==> src/rtl/sub16_serial.sv <==
// Digit-serial 16-bit subtractor, Z = X - Y, one SLICE_W slice per clock.
// Start/busy/done handshake; result and flags held until the next done.
module sub16_serial #(
    parameter int SLICE_W = 4
) (
    input  logic        clk,
    input  logic        rst,
    input  logic        start,
    input  logic [15:0] X,
    input  logic [15:0] Y,
    output logic        busy,
    output logic        done,
    output logic [15:0] Z,
    output logic        Borrow,
    output logic        Parity,
    output logic        Overflow,
    output logic        Zero,
    output logic        Sign
);

    localparam int NSLICE = 16 / SLICE_W;
    localparam int KW = (NSLICE > 1) ? $clog2(NSLICE) : 1;
    localparam logic [KW-1:0] KLAST = KW'(NSLICE - 1);

    typedef enum logic [1:0] {
        IDLE,
        RUN,
        DONE
    } state_t;

    state_t state_q, state_d;

    logic [15:0]        xr, yr, acc, acc_nxt;
    logic               c;
    logic [KW-1:0]      k;
    logic [3:0]         base;
    logic               last;
    logic [SLICE_W-1:0] xs, ys;
    logic [SLICE_W:0]   sum;

    assign last = (k == KLAST);
    assign base = 4'(k) * 4'(SLICE_W);
    assign xs   = xr[base +: SLICE_W];
    assign ys   = yr[base +: SLICE_W];
    assign sum  = {1'b0, xs} + {1'b0, ys} + {{SLICE_W{1'b0}}, c};

    always_comb begin
        acc_nxt = acc;
        acc_nxt[base +: SLICE_W] = sum[SLICE_W-1:0];
    end

    always_comb begin
        state_d = state_q;
        unique case (state_q)
            IDLE:    if (start) state_d = RUN;
            RUN:     if (last) state_d = DONE;
            DONE:    state_d = IDLE;
            default: state_d = IDLE;
        endcase
    end

    always_ff @(posedge clk) begin
        if (rst) state_q <= IDLE;
        else     state_q <= state_d;
    end

    assign busy = (state_q != IDLE);
    assign done = (state_q == DONE);

    // yr holds ~Y, so yr[15] is the inverted subtrahend sign
    always_ff @(posedge clk) begin
        if (rst) begin
            xr       <= '0;
            yr       <= '0;
            acc      <= '0;
            c        <= 1'b0;
            k        <= '0;
            Z        <= '0;
            Borrow   <= 1'b0;
            Parity   <= 1'b0;
            Overflow <= 1'b0;
            Zero     <= 1'b0;
            Sign     <= 1'b0;
        end else begin
            unique case (state_q)
                IDLE: begin
                    if (start) begin
                        xr  <= X;
                        yr  <= ~Y;
                        c   <= 1'b1;
                        k   <= '0;
                        acc <= '0;
                    end
                end
                RUN: begin
                    acc <= acc_nxt;
                    c   <= sum[SLICE_W];
                    if (!last) begin
                        k <= k + 1'b1;
                    end else begin
                        Z        <= acc_nxt;
                        Borrow   <= ~sum[SLICE_W];
                        Sign     <= acc_nxt[15];
                        Zero     <= (acc_nxt == 16'h0000);
                        Parity   <= ~^acc_nxt;
                        Overflow <= (xr[15] ^ ~yr[15])
                                  & (acc_nxt[15] ^ xr[15]);
                    end
                end
                default: ;
            endcase
        end
    end

endmodule

==> config.mk <==
export PLATFORM = sky130hd
export DESIGN_NAME = sub16_serial
export DESIGN_NICKNAME = d
export VERILOG_FILES = /design/src/rtl/sub16_serial.sv
export SDC_FILE = /design/constraint.sdc
export NUM_CORES = 1
export LEC_CHECK = 0
export ABC_AREA = 1
export CAP_MARGIN = 15
export CORE_MARGIN = 2
export CORE_UTILIZATION = 50
export DETAILED_ROUTE_END_ITERATION = 7
export PLACE_DENSITY = 0.82
export SLEW_MARGIN = 20
export SYNTH_ARGS = -nofsm -noshare
export SYNTH_HDL_FRONTEND = slang
export SYNTH_SLANG_ARGS = --single-unit
==> constraint.sdc <==
create_clock -name clk -period 6.1 [get_ports clk]
set_input_delay 0.915 -clock clk [delete_from_list [all_inputs] [get_ports clk]]
set_output_delay 0.915 -clock clk [all_outputs]
set_load 0.02 [all_outputs]
; Yosys cells after proc, flatten, opt, wreduce, memory -nomap -nowiden
; Index checks and enable logic that the tools add are counted.
[classes]
add_sub_neg = 4
n_eq_ne = 6
shift = 4
muxes = 11
bitwise = 6
n_reduce_logical = 10
[ops]
columns = operator, n
row1 = case mux 16 bit (2 select lines), 1
row2 = variable part select 16 x 5 -> 4 bit, 2
row3 = bitwise mux 16 bit, 1
row4 = logical NOT 16 bit, 1
row5 = 2-to-1 mux 16 bit, 1
row6 = NOT 16 bit, 1
row7 = XNOR reduction 16 bit, 1
row8 = variable shift 4 x 6 -> 16 bit (first input constant), 1
row9 = variable part select 4 x 6 -> 16 bit, 1
row10 = 2-to-1 mux 2 bit, 4
row11 = case mux 2 bit (2 select lines), 2
row12 = AND reduction 2 bit, 4
row13 = != test 2 bit (second input constant), 3
row14 = negator 4 -> 6 bit, 1
row15 = adder 4 x 4 -> 5 bit, 1
row16 = adder 5 x 1 -> 5 bit, 1
row17 = equality test 2 bit (second input constant), 2
row18 = nonzero test 2 bit, 2
row19 = AND reduction 3 bit, 1
row20 = adder 2 x 1 -> 2 bit (second input constant), 1
row21 = equality test 2 x 1 -> 1 bit (second input constant), 1
row22 = logical NOT 2 bit, 1
row23 = NOT 1 bit, 2
row24 = case mux 1 bit (2 select lines), 1
row25 = other kinds (3), 4
[word_totals]
reg_bits = 74
in_bits = 35
elab_cells = 53

; Depth between registers and ports, before layout
[logic_depth]
ltp_word = 7
depth_mapped = 26

; Least setup slack after synthesis
; No wires, ideal clock.
[synth_path]
kind = flip-flop to flip-flop
start = register k[0]
end = register Parity
setup_ns = 0.109
arrival_time_ns = 3.534
required_ns = 5.991
setup_slack_ns = 2.457
path_stages_with_launch = 26
n_path_buf = 2
synth_period_minus_slack_ns = 3.643
path_cell_list = dfxtp_1 -> inv_2 -> clkbuf_1 -> buf_1 -> nor2_1 -> o22ai_1 -> fa_1 -> inv_1 -> fa_1 -> nor2_1 -> inv_1 -> nor2_1 -> inv_1 -> o22ai_1 -> inv_1 -> ha_1 -> xnor2_1 -> nand3_1 -> nand2_1 -> inv_1 -> nand2_1 -> nand2_1 -> nand2_1 -> nand3_1 -> nand2_1 -> inv_1
[synth_via]
elab_chain_cells = 6
[synth_rtl]
columns = element, line
row1 = from (decl), 35  ; logic [KW-1:0] k;
row2 = from (signal assigned), 99  ; k <= k + 1'b1;
row3 = variable part select 16 x 5 -> 4 bit (on tied branches), "43, 44"
row4 = adder 4 x 4 -> 5 bit, 45  ; assign sum = {1'b0, xs} + {1'b0, ys} + {{SLICE_W{1'b0}}, c};
row5 = adder 5 x 1 -> 5 bit, 45
row6 = variable part select 4 x 6 -> 16 bit, 49  ; acc_nxt[base +: SLICE_W] = sum[SLICE_W-1:0];
row7 = bitwise mux 16 bit, 49
row8 = XNOR reduction 16 bit, 105  ; Parity <= ~^acc_nxt;
row9 = to (signal assigned), 105
row10 = to (decl), 15  ; output logic Parity,
; Parallel ways exist; a longest one is shown, timed or not.
; A chain may end at the register's enable or synchronous reset.

; Final worst setup path
[layout_path]
start = register k[1]
end = register Parity
; Same word-level chain as after synthesis.

==> reports/qor.yml <==
setup_viol: 0
overflow: 0
drtAntennaViolNets: 0
outcome: "finished clean"
dr.pass1.iters: 5
clock_latency_ns: 0.35
wl_per_cell_um: 13.30
synth.most_common_cell: "nand2_1"
async_flop_share_pct: 0
cp_max_fo: 13
seq_power_share_pct: 46.8
core-area_um2: 6794
whs_ns: 0.4673
syn2layout_area_growth_pct: 22.53
grt.busiest_layer: "met2"
cp_slowest_cell: "dfxtp_1"
synth_area_per_cell_um2: 7.278
vias: 3332
antenna_found_initial: 0
cts.sinks: 73
drt_wl_total_um: 8355
grt_pass1_vias: 3184
clk_pin_slew_ns: 0.07
ios: 58
vias_per_cell: 5.306
track_usage_pct: 23.28
nFillCells: 617
slowest_delay_ns: 0.51
use_met2_pct: 39.74
hold_path.class: "reg2reg"
drt_iter0_markers: 167
hpwl_um: 6058
post-route-period-util_pct: 61.84
cts_buffer_depth: 2
synth_flop_cell: "dfxtp_1"
synth_commonest_cells: "76 x nand2_1, 73 x dfxtp_1, 67 x nor2_1"
layoutNonFillerInstCount: 628
globalplace.congestion: 0.9429
utilization_pct: 63.00
drive_gt1_share_pct: 7.519
clockPowerShare_pct: 31.1
final_nets: 577
synth_top_area_share_pct: 41.83
path_cells: "inv_1 -> o21ai_0 -> o22ai_1 -> fa_1 -> inv_1 -> fa_1 -> nor2_1 -> inv_1 -> nor2_1 -> inv_1 -> o22ai_1 -> inv_1 -> ha_1 -> xnor2_1 -> nand3_1 -> nand2_1 -> inv_1 -> nand2_1 -> nand2_1 -> nand2_1 -> nand3_1 -> nand2_1 -> inv_1"
port_buffers: 57
die_area_um2: 7671
switching_share_pct: 30.69
clock_skew_ns: 0.004860
gr-usage-met1_pct: 27.23
post_cts_buffers: 0
fin_crit_ns: 3.772
worstPathArrival_ns: 4.03
dieWidth_um: 87.59
yosysTopAreaCell: "dfxtp_1"
fmax_mhz: 265.1
synth_nets: 530
synthTopCellsByArea: "dfxtp_1 42%, o21ai_0 8.6%, nand2_1 8.2%, nor2_1 7.2%, a21oi_1 5.0%"
ys_seq_area_share_pct: 41.83
rsz0062_at_grt: "no"
cts_root_buf: "clkbuf_8"
path_delay_family: "adder cells"
ctsHoldBuffers: 0
worst_setup_path_start_kind: "flip-flop"
yosys_warnings: 0
synth_cell_types: 31
drv_slew: 0
worstPathBufferInverterCount: 7
p_total_mw: 1.096
die_h_um: 87.59
met3_usage_pct: 7.069
cts-resized-gates: 0
htreeDepth: 3
power_leakage_nw: 1.781
start_util_pct: 51.42
rows: 30
synth_edf_count: 0
combPwrFrac_pct: 22.1
grt_pass1_wl_um: 14080
cts_tree: "yes"
relSlewSlack_pct: 43.96
p_int_mw: 0.7597
power.switching_mw: 0.3365
critPathKind: "reg2reg"
end_kind: "flip-flop"
post-route-drc-count: 0
grt_max_degree: 48
finalHoldViolations: 0
numCtsBuffers: 9
vdd_drop_max_v: 0.0001775
ys_ff_latch: 73
setup_tns_ns: 0
dp_cells: 612
tightestPinTransition_ns: 0.8380
path_common_cell: "inv_1"
cap_violations: 0
powerDensity_nw_per_um2: 256.1
worstPathRequired_ns: 6.36
syn_area_um2: 3493
diodes: 0
postSynthCellCount: 480
==> per-stage QoR <==
| step | setup slack (ns) | cell area [um^2] |
|---|---|---|
| after detailed placement | 2.386 | 4106 |
| after CTS | 2.343 | 4280 |
| final | 2.328 | 4280 |
| after global routing | 1.834 | 4280 |
| after global placement | 2.545 | 4106 |
| after floorplan | 2.457 | 3493 |
==> cell families (layout without fill, tap and decap cells) <==
group,after synthesis,count (layout),synth area share [%]
AO/OA/AOI/OAI,120,120,18.73
XOR/XNOR,2,2,0.5015
adder cells (fa/ha/maj),15,15,5.802
buffers and inverters,73,125,8.130
flip-flops,73,73,41.83
AND/OR/NAND/NOR,197,197,25.00
==> power groups by stage <==
stage | clock (mW) | combinational, mW | sequential, mW
floorplan | 0 | 0.174 | 0.520
global placement | 0 | 0.230 | 0.523
detailed placement | 0 | 0.239 | 0.524
CTS | 0.346 | 0.241 | 0.513
global route | 0.363 | 0.274 | 0.515
finish | 0.341 | 0.242 | 0.513
==> layout by cell type, fill, tap and decap left out, types with 6 or more instances in the layout <==
| cell type | instances |
|---|---|
| o21ai_0 | 60 |
| nand2_2 | 7 |
| o22ai_1 | 9 |
| ha_1 | 13 |
| nand3_1 | 31 |
| clkbuf_8 | 11 |
| nor2_1 | 67 |
| inv_1 | 42 |
| clkdlybuf4s50_1 | 57 |
| nand2_1 | 76 |
| a21oi_1 | 35 |
| dfxtp_1 | 73 |
| inv_2 | 6 |
==> tightest hold or removal path, stage by stage (launching register included) <==
cell     delay [ns]
dfxtp_1        0.31
nand2_1        0.06
a21oi_1        0.06
==> worst paths after layout <==
path	start	end	slack [ns]	cells past startpoint
max	k[1]	Parity	2.33	23
min	acc[1]	acc[1]	0.47	2
max reg2reg	k[1]	Parity	2.33	23
min reg2reg	acc[1]	acc[1]	0.47	2
==> cell type report <==
class / instances / area [um^2] / area share [%]
clock buffers: 13 / 158.9 / 3.712
clock inverters: 3 / 15.01 / 0.3508
inverters: 49 / 183.9 / 4.297
multi-input cells: 334 / 1748 / 40.84
flip-flops and latches: 73 / 1461 / 34.14
well taps: 96 / 120.1 / 2.806
repair buffers: 60 / 593.1 / 13.86
==> metal layers <==
| metal | share of wire (%) | wire length, um | vias up |
|---|---|---|---|
| li1 | - | - | 1685 |
| met4 | 2.9 | 240 | 0 |
| met5 | 0 | 0 | - |
| met3 | 5.0 | 417 | 20 |
| met1 | 43 | 3571 | 1528 |
| met2 | 49 | 4125 | 99 |
==> state kept, by name, indices dropped and copies added (netlist names), 2 cells and up <==
register	count
state_q	2
yr	16
acc	16
xr	16
Z	16
k	2
Power figures use the tool's default switching activity.
